===== src/rtl/hypot_req_scheduler.sv =====
// -----------------------------------------------------------------------------
// hypot_req_scheduler
//
// Shares one iterative magnitude engine, sqrt(x^2+y^2), between N_REQ
// requesters. A round-robin arbiter picks a requester in IDLE, its operands are
// latched onto the engine inputs, the engine is started once it is not busy,
// and the scheduler waits for eng_done or a watchdog timeout before returning
// the result to the granted requester.
//
// Ports
//   clk          in   1              rising-edge clock
//   rst          in   1              synchronous active-high reset
//   req_valid    in   N_REQ          per-requester request level
//   req_x        in   N_REQ*DW       packed x operands, requester i at [i*DW +: DW]
//   req_y        in   N_REQ*DW       packed y operands, same packing
//   req_ready    out  N_REQ          one-hot, 1-cycle accept pulse
//   rsp_valid    out  N_REQ          one-hot, 1-cycle response pulse
//   rsp_data     out  RW             result, held until the next response
//   rsp_timeout  out  1              response was produced by the watchdog
//   eng_start    out  1              1-cycle engine start pulse
//   eng_x/eng_y  out  DW             latched operands, stable start..done
//   eng_busy     in   1              engine busy, start is deferred
//   eng_done     in   1              1-cycle engine completion pulse
//   eng_result   in   RW             engine result, valid with eng_done
//   cur_owner    out  clog2(N_REQ)   current or last granted requester
//   idle         out  1              FSM is in IDLE
// -----------------------------------------------------------------------------
module hypot_req_scheduler #(
  parameter int N_REQ   = 4,
  parameter int DW      = 8,
  parameter int RW      = 9,
  parameter int TIMEOUT = 64,
  localparam int OW     = (N_REQ > 1) ? $clog2(N_REQ) : 1,
  localparam int TW     = $clog2(TIMEOUT) + 1
) (
  input  logic                clk,
  input  logic                rst,
  input  logic [N_REQ-1:0]    req_valid,
  input  logic [N_REQ*DW-1:0] req_x,
  input  logic [N_REQ*DW-1:0] req_y,
  output logic [N_REQ-1:0]    req_ready,
  output logic [N_REQ-1:0]    rsp_valid,
  output logic [RW-1:0]       rsp_data,
  output logic                rsp_timeout,
  output logic                eng_start,
  output logic [DW-1:0]       eng_x,
  output logic [DW-1:0]       eng_y,
  input  logic                eng_busy,
  input  logic                eng_done,
  input  logic [RW-1:0]       eng_result,
  output logic [OW-1:0]       cur_owner,
  output logic                idle
);

  localparam int unsigned NR = N_REQ;

  typedef enum logic [1:0] {
    S_IDLE,
    S_ISSUE,
    S_WAIT,
    S_RESP
  } state_t;

  state_t          state;
  logic [OW-1:0]   last_grant;
  logic [TW-1:0]   timer;

  logic [DW-1:0]   lane_x [N_REQ];
  logic [DW-1:0]   lane_y [N_REQ];

  logic            any_req;
  logic [OW-1:0]   gnt_idx;
  int unsigned     cand;
  logic [OW-1:0]   cand_idx;

  function automatic logic [N_REQ-1:0] onehot(input logic [OW-1:0] idx);
    logic [N_REQ-1:0] v;
    v      = '0;
    v[idx] = 1'b1;
    return v;
  endfunction

  for (genvar g = 0; g < N_REQ; g++) begin : g_lane
    assign lane_x[g] = req_x[g*DW +: DW];
    assign lane_y[g] = req_y[g*DW +: DW];
  end

  // Round-robin search: candidates last_grant+1 .. last_grant+N_REQ, wrapped,
  // first requesting one wins. last_grant resets to N_REQ-1 so 0 goes first.
  always_comb begin
    any_req  = 1'b0;
    gnt_idx  = '0;
    cand     = 0;
    cand_idx = '0;
    for (int unsigned k = 1; k <= NR; k++) begin
      cand = 32'(last_grant) + k;
      if (cand >= NR) begin
        cand = cand - NR;
      end
      cand_idx = cand[OW-1:0];
      if (!any_req && req_valid[cand_idx]) begin
        any_req = 1'b1;
        gnt_idx = cand_idx;
      end
    end
  end

  always_ff @(posedge clk) begin
    if (rst) begin
      state       <= S_IDLE;
      req_ready   <= '0;
      rsp_valid   <= '0;
      rsp_data    <= '0;
      rsp_timeout <= 1'b0;
      eng_start   <= 1'b0;
      eng_x       <= '0;
      eng_y       <= '0;
      cur_owner   <= '0;
      timer       <= '0;
      idle        <= 1'b1;
      last_grant  <= OW'(N_REQ - 1);
    end else begin
      req_ready <= '0;
      rsp_valid <= '0;
      eng_start <= 1'b0;
      case (state)
        S_IDLE: begin
          if (any_req) begin
            req_ready <= onehot(gnt_idx);
            eng_x     <= lane_x[gnt_idx];
            eng_y     <= lane_y[gnt_idx];
            cur_owner <= gnt_idx;
            idle      <= 1'b0;
            state     <= S_ISSUE;
          end
        end
        S_ISSUE: begin
          if (!eng_busy) begin
            eng_start <= 1'b1;
            timer     <= '0;
            state     <= S_WAIT;
          end
        end
        S_WAIT: begin
          // rsp_valid is raised on the way into RESP so it is high exactly
          // during the RESP cycle; done takes precedence over the watchdog.
          if (eng_done) begin
            rsp_data    <= eng_result;
            rsp_timeout <= 1'b0;
            rsp_valid   <= onehot(cur_owner);
            state       <= S_RESP;
          end else if (timer == TW'(TIMEOUT - 1)) begin
            rsp_data    <= '0;
            rsp_timeout <= 1'b1;
            rsp_valid   <= onehot(cur_owner);
            state       <= S_RESP;
          end else begin
            timer <= timer + 1'b1;
          end
        end
        S_RESP: begin
          last_grant <= cur_owner;
          idle       <= 1'b1;
          state      <= S_IDLE;
        end
        default: begin
          idle  <= 1'b1;
          state <= S_IDLE;
        end
      endcase
    end
  end

endmodule


===== config.mk =====
export PLATFORM = sky130hd
export DESIGN_NAME = hypot_req_scheduler
export DESIGN_NICKNAME = d
export VERILOG_FILES = /design/src/rtl/hypot_req_scheduler.sv
export SDC_FILE = /design/constraint.sdc
export NUM_CORES = 1
export LEC_CHECK = 0
export ABC_AREA = 1
export CAP_MARGIN = 20
export CELL_PAD_IN_SITES_DETAIL_PLACEMENT = 2
export CELL_PAD_IN_SITES_GLOBAL_PLACEMENT = 2
export CORE_MARGIN = 5
export CORE_UTILIZATION = 23
export CTS_CLUSTER_DIAMETER = 30
export DETAILED_ROUTE_END_ITERATION = 7
export PLACE_DENSITY_LB_ADDON = 0.25
export SLEW_MARGIN = 20
export SYNTH_ARGS = -nofsm -noshare
export SYNTH_HDL_FRONTEND = slang
export SYNTH_SLANG_ARGS = --single-unit

===== constraint.sdc =====
create_clock -name clk -period 2.6 [get_ports clk]
set_input_delay 0.65 -clock clk [delete_from_list [all_inputs] [get_ports clk]]
set_output_delay 0.65 -clock clk [all_outputs]
set_load 0.03 [all_outputs]

==> results.md, run 1 <==
* Via-to-Cell Ratio at 4.54
* Max Clock Freq at 427 MHz
* Maxcap violations at 0
* Num CTS Buffers at 5
* CTS resizes at 0
* Setup Fix Bufs, Post-CTS at 0
* Crit path from: req_valid[2]
* Seq pwr share at 22.3%
* R2R Setup Slk at 0.46 ns
* Unrepaired setup endpoints after global routing: false
* CP most frequent cell: nand2_1
* Synthesized Nets at 538
* DRT iter0 DRCs at 117
* RePlAce Congestion at 0.798
* Class of the tightest hold or removal check: reg2reg
* Total number of vias at 3266
* H-tree depth at 2
* Worst skew pair latency at 0.29 ns
* Non-filler cells, final at 720
* Leak at 0.00205 uW
* Core area at 12000 um2
* DRC at 0
* Initial DRT Pass Iterations at 4
* Share of cells above drive strength 1 at 7.85%
* Power share of the clock group at 16.0%
* Clk sinks at 49
* First-pass GRT wire length at 18.2 mm
* Top cell type by total area after synthesis: dfxtp_1
* Total GRT Usage at 15.5%
* Internal at 2570 uW
* Fin. max-slew vios at 0
* Setup TNS at 0 ns
* Diodes inserted at 0
* Clk slew on worst S/H paths at 0.06 ns
* Sequential-to-total area share from yosys stat at 34.8%
* Layout net count at 659
* Critical Path Max Stage Delay at 0.50 ns
* Synth warn at 0
* CTS Root Cell: clkbuf_16
* Die W at 121 um
* Sw Share at 46.8%
* Max-slew headroom at 61.8%
* Die ar. at 14600 um2
* Sw Pwr at 2260 uW
* CP Data Required Time at 2.84 ns
* CP Cell Sequence: clkdlybuf4s50_1 > nand2_1 > nand2_2 > nand2_2 > nand2_4 > nor2_1 > nor2_1 > nand2_4 > nand2_4 > buf_4 > nand2_1 > nand2_1 > nand2_1 > nand3_1 > nand2_1 > inv_1
* Final setup fails at 0
* Layout Skew at 0.00684 ns
* WP data arrival at 2.58 ns
* # fillers at 1434
* Grt total ovfl at 0
* Synthesized flop and latch total at 49
* Crit Path Class: in2reg
* Startpoint types: input pin
* PD cells at 1090 nW/um2
* Placed insts at 712
* Comb power frac at 61.6%
* Initial antenna violation count at 0
* Highest-delay cell along the critical path: clkdlybuf4s50_1
* FF/Latch Area at 981 um2
* P&R area growth vs syn at 57.0%
* Final Critical Period at 2.34 ns
* Largest net degree at the start of global routing at 24
* Area taken by multi-input logic gates at 1570 um2
* Row cnt at 40
* Chip height at 121 um
* DP HPWL at 9.22 mm
* FF-to-FF path depth at 16
* Hold_buf cts at 0
* Netlist cell types at 29
* Routed WL at 11.3 mm
* Post-route ant nets at 0
* Worst-Margin Slew at 0.566 ns
* Worst Setup Slack, final at 0.257 ns
* Mapped Area at 2820 um2
* Status: completed
* Pre-CTS setup slack at -0.0470 ns
* Worst ir drop on vdd at 291 uV
* Synth area leaders: dfxtp_1, nand2_1, nand3_1, nor2_1, inv_1
* Buffer depth of the longest clock path at 2
* Drt wl/cell at 15.7 um
* Largest fanout on the critical path at 10
* Synth Instances at 451
* Synth top area share at 34.8%
* Number of top-level pins at 119
* Critical path capture point type: register
* Vias in the first global route at 3670
* Setup crit end: eng_y[4]
* R2r startpoint: last_grant[1]
* Worst R2R End: eng_y[4]
* Fin. Hold Viols at 0
* Syn Area/Cell at 6.26 um2
* CTS tree: built
* Initial Util at 23.5%
* Tcrit/Tclk final at 90.1%
* Port bufs at 118
-- metrics by stage --
| stage | hold WS (ns) | total power [uW] | cell area, um2 | util, % |
|---|---|---|---|---|
| 6_report | 0.469 | 4830 | 4430 | 36.9 |
| 5_1_grt | 0.483 | 5230 | 4430 | 36.9 |
| 4_1_cts | 0.472 | 4920 | 4430 | 36.9 |
| 3_5_place_dp | 0.462 | 4110 | 4260 | 35.5 |
| 3_3_place_gp | 0.441 | 3990 | 4260 | 35.5 |
| 2_1_floorplan | 0.428 | 2930 | 2820 | - |
-- synth_stat cells --
cell type  instances
a21oi_2            1
a211oi_1           4
clkinv_1           2
inv_1             37
dfxtp_1           49
inv_2              5
clkbuf_1           7
buf_6              1
a31oi_1            1
buf_2              5
nor4_1             2
o21bai_1           1
nor3b_1            1
nand2_4            3
nand3_1           55
nor2_1            45
a21oi_1           18
nand2_2           10
nand2_1          166
xor2_1             1
nor3_1             9
o21ai_2            1
ha_1               6
buf_4              6
o21ai_0            9
nor2_8             1
nand3_4            1
nand4_1            3
buf_1              1
-- worst min path at each step --
stage / from / to / cells past startpoint / slack, ns
6_report: rsp_data[6] / rsp_data[6] / 2 / 0.47
5_1_grt: rsp_timeout / rsp_timeout / 2 / 0.48
4_1_cts: rsp_data[6] / rsp_data[6] / 2 / 0.47
3_5_place_dp: rsp_data[6] / rsp_data[6] / 2 / 0.46
3_3_place_gp: timer[6] / timer[6] / 1 / 0.44
2_1_floorplan: timer[6] / timer[6] / 1 / 0.43
-- registers in the layout (all words and copies together), names as in the netlist, 2 cells and up --
| register | flops |
|---|---|
| rsp_data | 9 |
| state | 2 |
| eng_x | 8 |
| eng_y | 8 |
| last_grant | 2 |
| rsp_valid | 4 |
| timer | 7 |
| req_ready | 4 |
| cur_owner | 2 |
-- worst max-delay path: cells and delay by family --
kind	cells	cell delay (ns)
buffers and inverters	3	0.74
and+or+nand+nor	13	1.19
-- layout make-up --
class                      count  share of cell area, %
multi-input combinational    338                   35.3
timing repair buffer         134                   30.8
sequential                    49                   22.1
tap                          147                   4.15
inverter                      44                   3.73
clock buffer                   7                   3.22
clock inverter                 1                  0.678
-- layer usage --
layer | GRT usage, % | vias to the layer above | wire length [um]
met2 | 29.3 | 87 | 5790
met1 | 17.6 | 1520 | 4780
met5 | 0 | - | 0
met4 | 3.40 | 0 | 103
li1 | - | 1652 | -
met3 | 3.37 | 7 | 611
-- power by group through the flow --
stage                     combinational, uW  clock [uW]  sequential, uW
after CTS                              3030         798            1080
after detailed placement               3010           0            1100
after global routing                   3310         825            1100
after floorplan                        1580           0            1340
after global placement                 2900           0            1090
final                                  2970         774            1080
-- cells in the final DEF, fill, tap and decap left out, types with 6 or more instances in the layout --
cell | synthesis | layout
nand2_1 | 166 | 166
clkdlybuf4s50_1 | 0 | 118
inv_1 | 37 | 37
nor3_1 | 9 | 9
nand3_1 | 55 | 55
a21oi_1 | 18 | 18
ha_1 | 6 | 6
o21ai_0 | 9 | 9
dfxtp_1 | 49 | 49
buf_4 | 6 | 11
nor2_1 | 45 | 45
nand2_2 | 10 | 10
-- logic make-up (layout without fill, tap and decap cells) --
kind of cell	after synthesis	in the layout	share of synthesized area, %
AND/OR/NAND/NOR	296	296	45.5
adder cells (fa/ha/maj)	6	6	2.66
buffers and inverters	64	186	9.80
flip-flops	49	49	34.8
XOR/XNOR	1	1	0.310
AO/OA/AOI/OAI	35	35	6.96
Note: power is estimated with default switching activity, not from simulation.
==> run 2: changes to the inputs <==
Settings changed: PLACE_DENSITY set to 0.85, PLACE_DENSITY_LB_ADDON 0.25 to not set.
==> run 2 against run 1 <==
Against the previous run:
- count of clock-buffer cells in the layout fell by 1
- hold slack lost 0.0061 ns
- routed wire length fell by 2.7%
==> results.md, run 2 (synthesis results as in run 1) <==
* Status: completed (unchanged)
* Fin. max-slew vios at 0 (unchanged)
* Buffer depth of the longest clock path at 2 (unchanged)
* Initial Util at 23.5% (unchanged)
* Total GRT Usage at 15.4% (was 15.5%)
* Highest-delay cell along the critical path: clkdlybuf4s50_1 (unchanged)
* DP HPWL at 8.81 mm (was 9.22 mm)
* Largest registers: rsp_data x9, eng_x x8, eng_y x8 (unchanged)
* CP most frequent cell: nand2_1 (unchanged)
* Tot Pwr at 4580 uW (was 4830 uW)
* P&R area growth vs syn at 54.1% (was 57.0%)
* Non-filler cells, final at 713 (was 720)
* # fillers at 1476 (was 1434)
* Worst ir drop on vdd at 429 uV (was 291 uV)
* CTS Root Cell: clkbuf_16 (unchanged)
* Worst skew pair latency at 0.29 ns (about the same)
* DRT iter0 DRCs at 85 (was 117)
* Placed insts at 705 (was 712)
* Initial DRT Pass Iterations at 4 (unchanged)
* FF-to-FF path depth at 14 (was 16)
* Core area at 12000 um2 (unchanged)
* WP data arrival at 2.52 ns (was 2.58 ns)
* FF/Latch Area at 981 um2 (unchanged)
* Commonest non-fill, non-tap cell in the layout: nand2_1 (unchanged)
* Final Critical Period at 2.28 ns (was 2.34 ns)
* CTS resizes at 0 (unchanged)
* Setup Fix Bufs, Post-CTS at 0 (unchanged)
* Num CTS Buffers at 5 (unchanged)
* Total number of vias at 3279 (was 3266)
* Fin. Hold Viols at 0 (unchanged)
* Clk sinks at 49 (unchanged)
* Share of cells above drive strength 1 at 6.71% (was 7.85%)
* H-tree depth at 2 (unchanged)
* Chip height at 121 um (unchanged)
* Initial antenna violation count at 0 (unchanged)
* Leak at 0.00201 uW (was 0.00205 uW)
* Die W at 121 um (unchanged)
* Grt total ovfl at 0 (unchanged)
* DRC at 0 (unchanged)
* Pre-CTS setup slack at 0.0108 ns (was -0.0470 ns)
* Port bufs at 118 (unchanged)
* First-pass GRT wire length at 18.3 mm (was 18.2 mm)
* Clk slew on worst S/H paths at 0.07 ns (was 0.06 ns)
* Critical path capture point type: register (unchanged)
* Diodes inserted at 0 (unchanged)
* Routed WL at 11.0 mm (was 11.3 mm)
* Number of top-level pins at 119 (unchanged)
* Worst-Margin Slew at 0.585 ns (was 0.566 ns)
* Critical Path Max Stage Delay at 0.43 ns (was 0.50 ns)
* Class of the tightest hold or removal check: reg2reg (unchanged)
* Final setup fails at 0 (unchanged)
* CP Data Required Time at 2.84 ns (about the same)
* Layout net count at 652 (was 659)
* Startpoint types: input pin (unchanged)
* Area taken by multi-input logic gates at 1570 um2 (unchanged)
* Vias in the first global route at 3734 (was 3670)
* Unrepaired setup endpoints after global routing: false (unchanged)
* Layout Skew at 0.00716 ns (was 0.00684 ns)
* Largest fanout on the critical path at 24 (was 10)
* Largest net degree at the start of global routing at 33 (was 24)
* Drt wl/cell at 15.4 um (was 15.7 um)
* Post-route ant nets at 0 (unchanged)
* Die ar. at 14600 um2 (unchanged)
* Largest reg by FF count: rsp_data (unchanged)
* Crit Path Class: in2reg (unchanged)
* Most frequent cells in the layout: nand2_1, clkdlybuf4s50_1, nand3_1 (unchanged)
* Hold Path Depth at 2 (unchanged)
* Max Clock Freq at 440 MHz (was 427 MHz)
* PD cells at 1050 nW/um2 (was 1090 nW/um2)
* Setup TNS at 0 ns (unchanged)
* Via-to-Cell Ratio at 4.60 (was 4.54)
* WHS at 0.463 ns (was 0.469 ns)
* CP Cell Sequence: clkdlybuf4s50_1 > inv_1 > nand2_1 > nand2_1 > nand2_1 > nand2_1 > nor2_1 > nor2_1 > nand2_4 > nand2_4 > buf_12 > nand2_1 > nand2_1 > nand2_1 > nand3_1 > nand2_1 > inv_1 (was clkdlybuf4s50_1 > nand2_1 > nand2_2 > nand2_2 > nand2_4 > nor2_1 > nor2_1 > nand2_4 > nand2_4 > buf_4 > nand2_1 > nand2_1 > nand2_1 > nand3_1 > nand2_1 > inv_1)
* Row cnt at 40 (unchanged)
* Maxcap violations at 0 (unchanged)
* RePlAce Congestion at 0.818 (was 0.798)
* Largest register FFs at 9 (unchanged)
* Max-slew headroom at 60.6% (was 61.8%)
* Tcrit/Tclk final at 87.5% (was 90.1%)
* Worst Setup Slack, final at 0.325 ns (was 0.257 ns)
* CTS tree: built (unchanged)
* Hold_buf cts at 0 (unchanged)
==> run 2: changes by cell type in the layout (fill, tap and decap cells not counted), sizes merged <==
| cell | previous run | this run |
|---|---|---|
| buf | 16 | 9 |
| clkbuf | 7 | 6 |
| clkinv | 2 | 3 |
| bufinv | 1 | 0 |
| inv | 42 | 43 |
==> run 2: per-stage QoR <==
| step | cell area, um2 | utilization [%] |
|---|---|---|
| after floorplan | 2820 | - |
| after global placement | 4210 | 35.0 |
| after detailed placement | 4210 | 35.0 |
| after CTS | 4350 | 36.2 |
| after global routing | 4350 | 36.2 |
| final | 4350 | 36.2 |
==> run 2: area by class of cell <==
| class | count | area share, % |
|---|---|---|
| repair buffers | 127 | 30.1 |
| well taps | 147 | 4.23 |
| clock buffers | 6 | 2.96 |
| multi-input cells | 338 | 36.0 |
| flip-flops and latches | 49 | 22.6 |
| clock inverters | 2 | 0.316 |
| inverters | 44 | 3.80 |
==> run 2: power breakdown <==
group	total, uW	switching (uW)	internal [uW]
registers	1090	146	942
logic	2840	1770	1070
clock network	652	292	360
==> run 2: final timing paths <==
kind,startpoint,endpoint,slack (ns)
worst max-delay path,req_valid[0],eng_y[3],0.32
worst min-delay path,rsp_data[7],rsp_data[7],0.46
worst max register to register,last_grant[1],eng_y[3],0.47
worst min register to register,rsp_data[7],rsp_data[7],0.46
==> run 2: critical path, delay by kind of cell <==
kind	cells	cell delay (ns)
buffers and inverters	4	0.70
and+or+nand+nor	13	1.16
==> run 2: metal layers <==
metal | vias to the layer above | wire (um) | GRT usage (%)
li1 | 1640 | - | -
met1 | 1541 | 4810 | 18.6
met2 | 90 | 5440 | 27.9
met3 | 8 | 606 | 3.70
met4 | 0 | 119 | 3.05
met5 | - | 0 | 0
